--- src/rtl/cdb_arbiter.sv ---
// cdb_arbiter
//   Round-robin arbiter for the Common Data Bus of the Tomasulo datapath.
//   Grants at most one finished functional-unit result per cycle and
//   broadcasts it one cycle later as a (Qi_CDB, Qi_CDB_data) pair, together
//   with the destination register and a one-hot per-station write enable.
//
// Ports
//   Clock        in   rising-edge clock
//   Reset        in   asynchronous, active-high reset
//   Flush        in   suppresses the grant in the current cycle
//   Req_valid    in   [N_REQ]        unit i holds a finished result
//   Req_data     in   [N_REQ*DATA_W] result of unit i at [i*DATA_W +: DATA_W]
//   Req_reg      in   [N_REQ*REG_W]  destination register of unit i
//   Req_ready    out  [N_REQ]        combinational grant, one-hot or zero
//   CDB_valid    out  broadcast valid
//   Qi_CDB       out  [TAG_W]  broadcasting station tag (i+1), IDLE_TAG if idle
//   Qi_CDB_data  out  [DATA_W] broadcast result (held while idle)
//   CDB_reg      out  [REG_W]  destination register of the broadcast
//   R_enable     out  [N_REQ]  one-hot station write enable, aligned with CDB_valid
//   Bcast_count  out  [16]     broadcasts since reset, wrapping
module cdb_arbiter #(
    parameter int unsigned           N_REQ    = 3,
    parameter int unsigned           TAG_W    = 4,
    parameter int unsigned           DATA_W   = 16,
    parameter int unsigned           REG_W    = 3,
    parameter logic [TAG_W-1:0]      IDLE_TAG = '0
) (
    input  logic                      Clock,
    input  logic                      Reset,
    input  logic                      Flush,
    input  logic [N_REQ-1:0]          Req_valid,
    input  logic [N_REQ*DATA_W-1:0]   Req_data,
    input  logic [N_REQ*REG_W-1:0]    Req_reg,
    output logic [N_REQ-1:0]          Req_ready,
    output logic                      CDB_valid,
    output logic [TAG_W-1:0]          Qi_CDB,
    output logic [DATA_W-1:0]         Qi_CDB_data,
    output logic [REG_W-1:0]          CDB_reg,
    output logic [N_REQ-1:0]          R_enable,
    output logic [15:0]               Bcast_count
);

    localparam int unsigned PTR_W = (N_REQ > 1) ? $clog2(N_REQ) : 1;

    logic [PTR_W-1:0]  rr_ptr;
    logic [N_REQ-1:0]  grant;
    logic              found;
    int unsigned       scan_pos;
    int unsigned       sel_idx;
    logic [PTR_W-1:0]  scan_bit;
    logic [DATA_W-1:0] sel_data;
    logic [REG_W-1:0]  sel_reg;

    // Scan from rr_ptr upward (mod N_REQ); first valid requester wins.
    always_comb begin
        grant    = '0;
        found    = 1'b0;
        scan_pos = 0;
        scan_bit = '0;
        sel_idx  = 0;
        sel_data = '0;
        sel_reg  = '0;
        if (!Reset && !Flush) begin
            for (int unsigned k = 0; k < N_REQ; k++) begin
                scan_pos = (32'(rr_ptr) + k) % N_REQ;
                scan_bit = PTR_W'(scan_pos);
                if (!found && Req_valid[scan_bit]) begin
                    found          = 1'b1;
                    grant[scan_bit] = 1'b1;
                    sel_idx        = scan_pos;
                    sel_data       = DATA_W'(Req_data >> (scan_pos * DATA_W));
                    sel_reg        = REG_W'(Req_reg >> (scan_pos * REG_W));
                end
            end
        end
    end

    assign Req_ready = grant;

    // A grant is only ever given to a valid requester, so found marks a transfer.
    always_ff @(posedge Clock or posedge Reset) begin
        if (Reset) begin
            CDB_valid   <= 1'b0;
            Qi_CDB      <= IDLE_TAG;
            Qi_CDB_data <= '0;
            CDB_reg     <= '0;
            R_enable    <= '0;
            Bcast_count <= '0;
            rr_ptr      <= '0;
        end else if (found) begin
            CDB_valid   <= 1'b1;
            Qi_CDB      <= TAG_W'(sel_idx + 1);
            Qi_CDB_data <= sel_data;
            CDB_reg     <= sel_reg;
            R_enable    <= grant;
            Bcast_count <= Bcast_count + 16'd1;
            rr_ptr      <= PTR_W'((sel_idx + 1) % N_REQ);
        end else begin
            // Idle cycle: data bus keeps its last value.
            CDB_valid   <= 1'b0;
            Qi_CDB      <= IDLE_TAG;
            CDB_reg     <= '0;
            R_enable    <= '0;
        end
    end

endmodule

--- config.mk ---
export PLATFORM = sky130hd
export DESIGN_NAME = cdb_arbiter
export DESIGN_NICKNAME = d
export VERILOG_FILES = /design/src/rtl/cdb_arbiter.sv
export SDC_FILE = /design/constraint.sdc
export NUM_CORES = 1
export LEC_CHECK = 0
export CORE_UTILIZATION = 30
export CTS_BUF_LIST = sky130_fd_sc_hd__clkbuf_8
export DETAILED_ROUTE_END_ITERATION = 10
export PLACE_DENSITY_LB_ADDON = 0.25
export SYNTH_ARGS = -nofsm -noshare
export SYNTH_HDL_FRONTEND = slang
export SYNTH_SLANG_ARGS = --single-unit
--- constraint.sdc ---
create_clock -name Clock -period 4.5 [get_ports Clock]
set_input_delay 1.35 -clock Clock [delete_from_list [all_inputs] [get_ports Clock]]
set_output_delay 1.35 -clock Clock [all_outputs]
set_load 0.02 [all_outputs]
# Word-level counts from Yosys, hierarchy flattened
# Cells that the tools add are included.
# W data, S select, Z words.
totals:
  regBits: 45
  output_inout_bits: 46
  wordCells: 82
op_classes:
  magnitude_cmp: 6
  shift: 6
  n_mul: 3
  reduce_logical: 10
  n_mux: 40
  n_div: 4
  bitwise_logic: 2
  add_sub_neg: 4
op_table:
  columns: ["op", "count"]
  rows:
  - ["$shr A48 B32 Y16", 3]
  - ["$mux W32", 4]
  - ["$mod A32 B2 Y32 const B", 3]
  - ["$mul A32 B2 Y32 const B", 3]
  - ["$shr A9 B32 Y3", 3]
  - ["$mux W16", 4]
  - ["$mux W3", 12]
  - ["$add A32 B1 Y32 const B", 1]
  - ["$mod A2 B2 Y32 const B", 1]
  - ["$add A16 B1 Y16 const B", 1]
  - ["$mux W1", 13]
  - ["$lt A2 B3 Y1 const B", 3]
  - ["$bmux W1 S2", 3]
  - ["$demux W1 S2", 3]
  - ["$ge A2 B1 Y1 const B", 3]
  - ["$logic_and A1 B1 Y1", 6]
  - ["$or A3 B3 Y3", 2]
  - ["$logic_not A1 Y1", 4]
  - ["$mux W4", 1]
  - ["$add A2 B1 Y3 const B", 1]
  - ["$add A2 B2 Y3 const B", 1]

# Logic depth before layout (Yosys ltp)
# Gate-level depths: netlist (run 1).
logic_depth:
  depth_word: 15
  ltp_mapped: 21
  mapped_depth_nobuf: 19

# Worst setup path after synthesis (run 1)
# No wires, ideal clock.
synth_timing:
  path_kind: "input port to flip-flop"
  startpoint: "input Req_valid[0]"
  endpoint: "register rr_ptr[1]"
  required_time_ns: 4.380
  stages: 17
  t_arrival_ns: 4.857
  n_path_buf: 0
  setup_ns: 0.120
  path_slack_ns: -0.477
  path_cell_list: "mux2_4 -> a21o_2 -> nor3_1 -> nand2_1 -> a21oi_1 -> ha_1 -> nand4bb_1 -> and3_4 -> ha_1 -> a311o_1 -> xor2_1 -> ha_1 -> nor2_1 -> o21ai_0 -> o22ai_1 -> o22ai_1 -> a31o_1"
synth_between:
  elab_chain_cells: 14
  word_cells_on_any_way: 22
synth_lines:
  columns: ["item", "line", "rtl"]
  rows:
  - ["from (decl)", "31", "input logic [N_REQ-1:0] Req_valid,"]
  - ["$bmux W1 S2", "67", "if (!found && Req_valid[scan_bit]) begin"]
  - ["$mux W1 (not written as such)", "67", null]
  - ["$mux W1", "67", null]
  - ["$mux W1", "63", "if (!Reset && !Flush) begin"]
  - ["$logic_not A1 Y1", "67", null]
  - ["$logic_and A1 B1 Y1", "67", null]
  - ["$mux W1", "67", null]
  - ["$mux W1", "63", null]
  - ["$logic_not A1 Y1", "67", null]
  - ["$logic_and A1 B1 Y1", "67", null]
  - ["$mux W32", "67", null]
  - ["$mux W32", "63", null]
  - ["$add A32 B1 Y32", "97", "rr_ptr <= PTR_W'((sel_idx + 1) % N_REQ);"]
  - ["$mod A32 B2 Y32", "97", null]
  - ["to (signal assigned)", "97", null]
  - ["to (decl)", "45", "logic [PTR_W-1:0] rr_ptr;"]
# Parallel ways exist; a longest one is shown, timed or not. The select of a mux whose other input is x is not followed.
# A chain may end at the register's enable or synchronous reset.

# Final worst setup path (run 1)
layout_timing:
  startpoint: "register rr_ptr[0]"
  endpoint: "register rr_ptr[1]"
layout_between:
  elab_chain_cells: 15
  word_cells_on_any_way: 27
layout_lines:
  columns: ["item"]
  rows:
  - ["parallel branches: the longest is 15 deep, another holds $mod A32 B2 Y32"]
# Parallel ways; which one is timed is not known. The select of a mux whose other input is x is not followed.

==> results of run 1 <==
[cell type report]
class | count | area, sq um
Clock buffer | 5 | 68.8
Clock inverter | 3 | 42.5
Fill cell | 1404 | 8350
Inverter | 24 | 90.1
Multi-Input combinational cell | 458 | 3340
Sequential cell | 45 | 1130
Tap cell | 184 | 230
Timing Repair Buffer | 159 | 1450
[layout by cell type (no fill, tap or decap), types with 7 or more instances in the layout]
cell	synthesis	layout
a222oi_1	12	12
clkdlybuf4s50_1	0	102
xnor2_1	14	14
inv_1	22	22
nor2_1	38	38
a21oi_1	34	32
nand2_1	87	86
buf_4	1	50
ha_1	35	29
dfrtp_1	45	44
o21ai_0	67	65
mux2i_1	61	59
nand4_1	11	11
mux2_2	7	7
[repair_timing]
item | in CTS | in global routing
setup endpoints to repair | 5 | 4
gates resized for setup | 10 | 17
pin swaps | 7 | 13
buffers inserted | 3 | 8
[kinds of logic after synthesis]
| family | share of synthesized area, % |
|---|---|
| buffers and inverters | 5.17 |
| AND/OR/NAND/NOR | 17.3 |
| adder cells (fa/ha/maj) | 9.58 |
| AO/OA/AOI/OAI | 20.9 |
| XOR/XNOR | 4.02 |
| multiplexers | 18.4 |
| flip-flops | 24.6 |
[power by group]
group	internal [W]	switching (W)	total, W
clock	0.000164	0.000138	0.000302
sequential	0.000520	0.0000848	0.000605
combinational	0.00141	0.00182	0.00323
total	0.00209	0.00204	0.00413
[worst paths after layout]
path	endpoint	depth (start not counted)	start	slack [ps]
max	rr_ptr[1]	20	rr_ptr[0]	140
min	Bcast_count[15]	1	Bcast_count[15]	480
max reg2reg	rr_ptr[1]	20	rr_ptr[0]	140
min reg2reg	Bcast_count[15]	1	Bcast_count[15]	480
max in group asynchronous	rr_ptr[0]	3	Reset	2140
min in group asynchronous	Qi_CDB[2]	3	Reset	1750
[per-layer routing]
| layer | wire length, microns | up-vias | GRT usage [%] |
|---|---|---|---|
| met5 | 0 | - | 0 |
| met4 | 272 | 0 | 5.95 |
| met3 | 980 | 24 | 2.87 |
| met2 | 6880 | 199 | 29.9 |
| met1 | 6630 | 2288 | 25.3 |
| li1 | - | 2305 | - |
[per-stage QoR]
stage	worst slack, ps	total power, W
finish	140	0.00413
CTS	1.76	0.00402
global route	-50.3	0.00445
floorplan	11.2	0.00265
detailed placement	-542	0.00368
global placement	-447	0.00359
[cells in the mapped netlist, drive strengths merged, types with 3 or more instances]
cell / n
a21oi: 34
and3: 3
a22oi: 3
inv: 23
o211ai: 4
nor3b: 3
mux2: 8
clkbuf: 19
dfrtp: 45
xnor2: 14
mux4: 6
buf: 17
nand4: 11
mux2i: 61
a211oi: 3
o21ai: 69
ha: 35
nand3: 6
nand2: 87
o22ai: 7
nor4: 6
nor2: 38
xor2: 7
a222oi: 12
o21a: 4
==> impl_metrics.env, run 1 <==
export IMPL_status="finished with violations"
export IMPL_violations="design-rule violations"
export IMPL_synth_top_area_share_pct=24.6
export IMPL_timing_final_crit_period_ps=4360
export IMPL_seq_area_frac_synth_pct=24.6
export IMPL_grt_pass1_vias=4731
export IMPL_initial_core_util_pct=31.1
export IMPL_fmax_mhz=229
export IMPL_p_leak_nw=2.65
export IMPL_row_count=44
export IMPL_hpwl_microns=11000
export IMPL_dieArea_sq_um=15700
export IMPL_cp_max_fo=12
export IMPL_cp_top_family="compound AO/OA/AOI/OAI gates"
export IMPL_finalCritPeriodShare_pct=96.9
export IMPL_async_reset_ff_share_pct=100
export IMPL_syn_inst=563
export IMPL_hold_buffers=0
export IMPL_syn_num_nets=661
export IMPL_antenna_found_initial=0
export IMPL_dieHeight_microns=125
export IMPL_layout_cells_non_filler=878
export IMPL_avgSynthCellArea_sq_um=8.12
export IMPL_synth_top_area_cell="dfrtp_1"
export IMPL_design_area_sq_um=6350
export IMPL_cp_start_kind="flop"
export IMPL_placed_cells=859
export IMPL_synth_edf_count=0
export IMPL_grt_ovfl_total=0
export IMPL_ant_nets=0
export IMPL_timing_max_transition_violations_final=0
export IMPL_cts_root_buf="clkbuf_8"
export IMPL_io_buffers=108
export IMPL_crit_buf_inv=4
export IMPL_crit_path_top_delay_cell="dfrtp_2"
export IMPL_synth_top_cells_by_area="dfrtp_1 (25%), mux2i_1 (13%), ha_1 (9.6%)"
export IMPL_setup_viol=0
export IMPL_cpPeakStageDelay_ps=440
export IMPL_drv_cap=0
export IMPL_critPathKind="flop to flop"
export IMPL_nets=791
export IMPL_cp_data_required_time_ps=4690
export IMPL_drtPass1Iterations=10
export IMPL_synth_cell_types=59
export IMPL_grt_pass1_wl_microns=23800
export IMPL_grt_max_degree=46
export IMPL_gp_congestion=0.814
export IMPL_syn2layout_area_growth_pct=38.9
export IMPL_power_density_nw_per_um2=651
export IMPL_clk_latency_ps=300
export IMPL_cp_arrival_ps=4560
export IMPL_wl_per_cell_microns=16.8
export IMPL_avgViaCountPerCell=5.49
export IMPL_grtUsageTotal_pct=18.5
export IMPL_ys_dominant_reg_cell="dfrtp_1"
export IMPL_cp_cell_sequence="inv_1, ha_2, buf_4, mux2i_2, o21a_2, nor3_4, a21boi_2, a21oi_2, ha_4, buf_4, o21bai_1, and3_4, ha_2, a311o_1, xor2_2, ha_2, buf_4, o22ai_2, o22ai_1, a31o_1"
export IMPL_wirelength_microns=14800
export IMPL_synth_area_sq_um=4570
export IMPL_ir_drop_uv=293
export IMPL_min_delay_path_class="flop to flop"
export IMPL_drc=10
export IMPL_cts_buffer_depth=2
export IMPL_cts_sinks=45
export IMPL_drt_iter0_markers=356
export IMPL_coreArea_sq_um=14700
export IMPL_max_slew_margin_pct=18.6
export IMPL_yosys_warnings=0
export IMPL_drive_gt1_share_pct=14.8
export IMPL_cts_tree="done"
export IMPL_cts_buffers_inserted=5
export IMPL_diodes=0
export IMPL_fp_dieW_microns=125
export IMPL_ys_ff_latch=45
export IMPL_crit_path_end_kind="flop"
export IMPL_clk_pin_slew_ps=80
export IMPL_tightest_slew_ps=1220
export IMPL_timing_hold_ws_ps=477
export IMPL_vias=4816
export IMPL_io_pins=109
export IMPL_final_util_pct=43.2
export IMPL_worst_clock_skew_ps=9.09
export IMPL_top_regs="Bcast_count: 16 flops, Qi_CDB_data: 16 flops, Qi_CDB: 4 flops"
export IMPL_place_area_sq_um=6120
export IMPL_h_tree_depth=2
export IMPL_setup_tns_ps=0
export IMPL_hold_viol_final=0
(Power assumes the default switching activity.)
==> inputs of run 2 (changes only) <==
--- a/config.mk
+++ b/config.mk
@@ -12,3 +12,4 @@
 export SYNTH_ARGS = -nofsm -noshare
 export SYNTH_HDL_FRONTEND = slang
 export SYNTH_SLANG_ARGS = --single-unit
+export TNS_END_PERCENT = 30
==> results of run 2 <==
Same layout as run 1: the final DEF is identical, and so are final timing and power.
==> inputs of run 3 (changes only) <==
--- a/config.mk
+++ b/config.mk
@@ -7,7 +7,10 @@
 export LEC_CHECK = 0
 export CORE_UTILIZATION = 30
 export CTS_BUF_LIST = sky130_fd_sc_hd__clkbuf_8
+export CTS_CLUSTER_DIAMETER = 120
+export CTS_CLUSTER_SIZE = 24
 export DETAILED_ROUTE_END_ITERATION = 10
+export GPL_TIMING_DRIVEN = 1
 export PLACE_DENSITY_LB_ADDON = 0.25
 export SYNTH_ARGS = -nofsm -noshare
 export SYNTH_HDL_FRONTEND = slang
==> results of run 3 <==
Same layout as run 1: the final DEF is identical, and so are final timing and power.
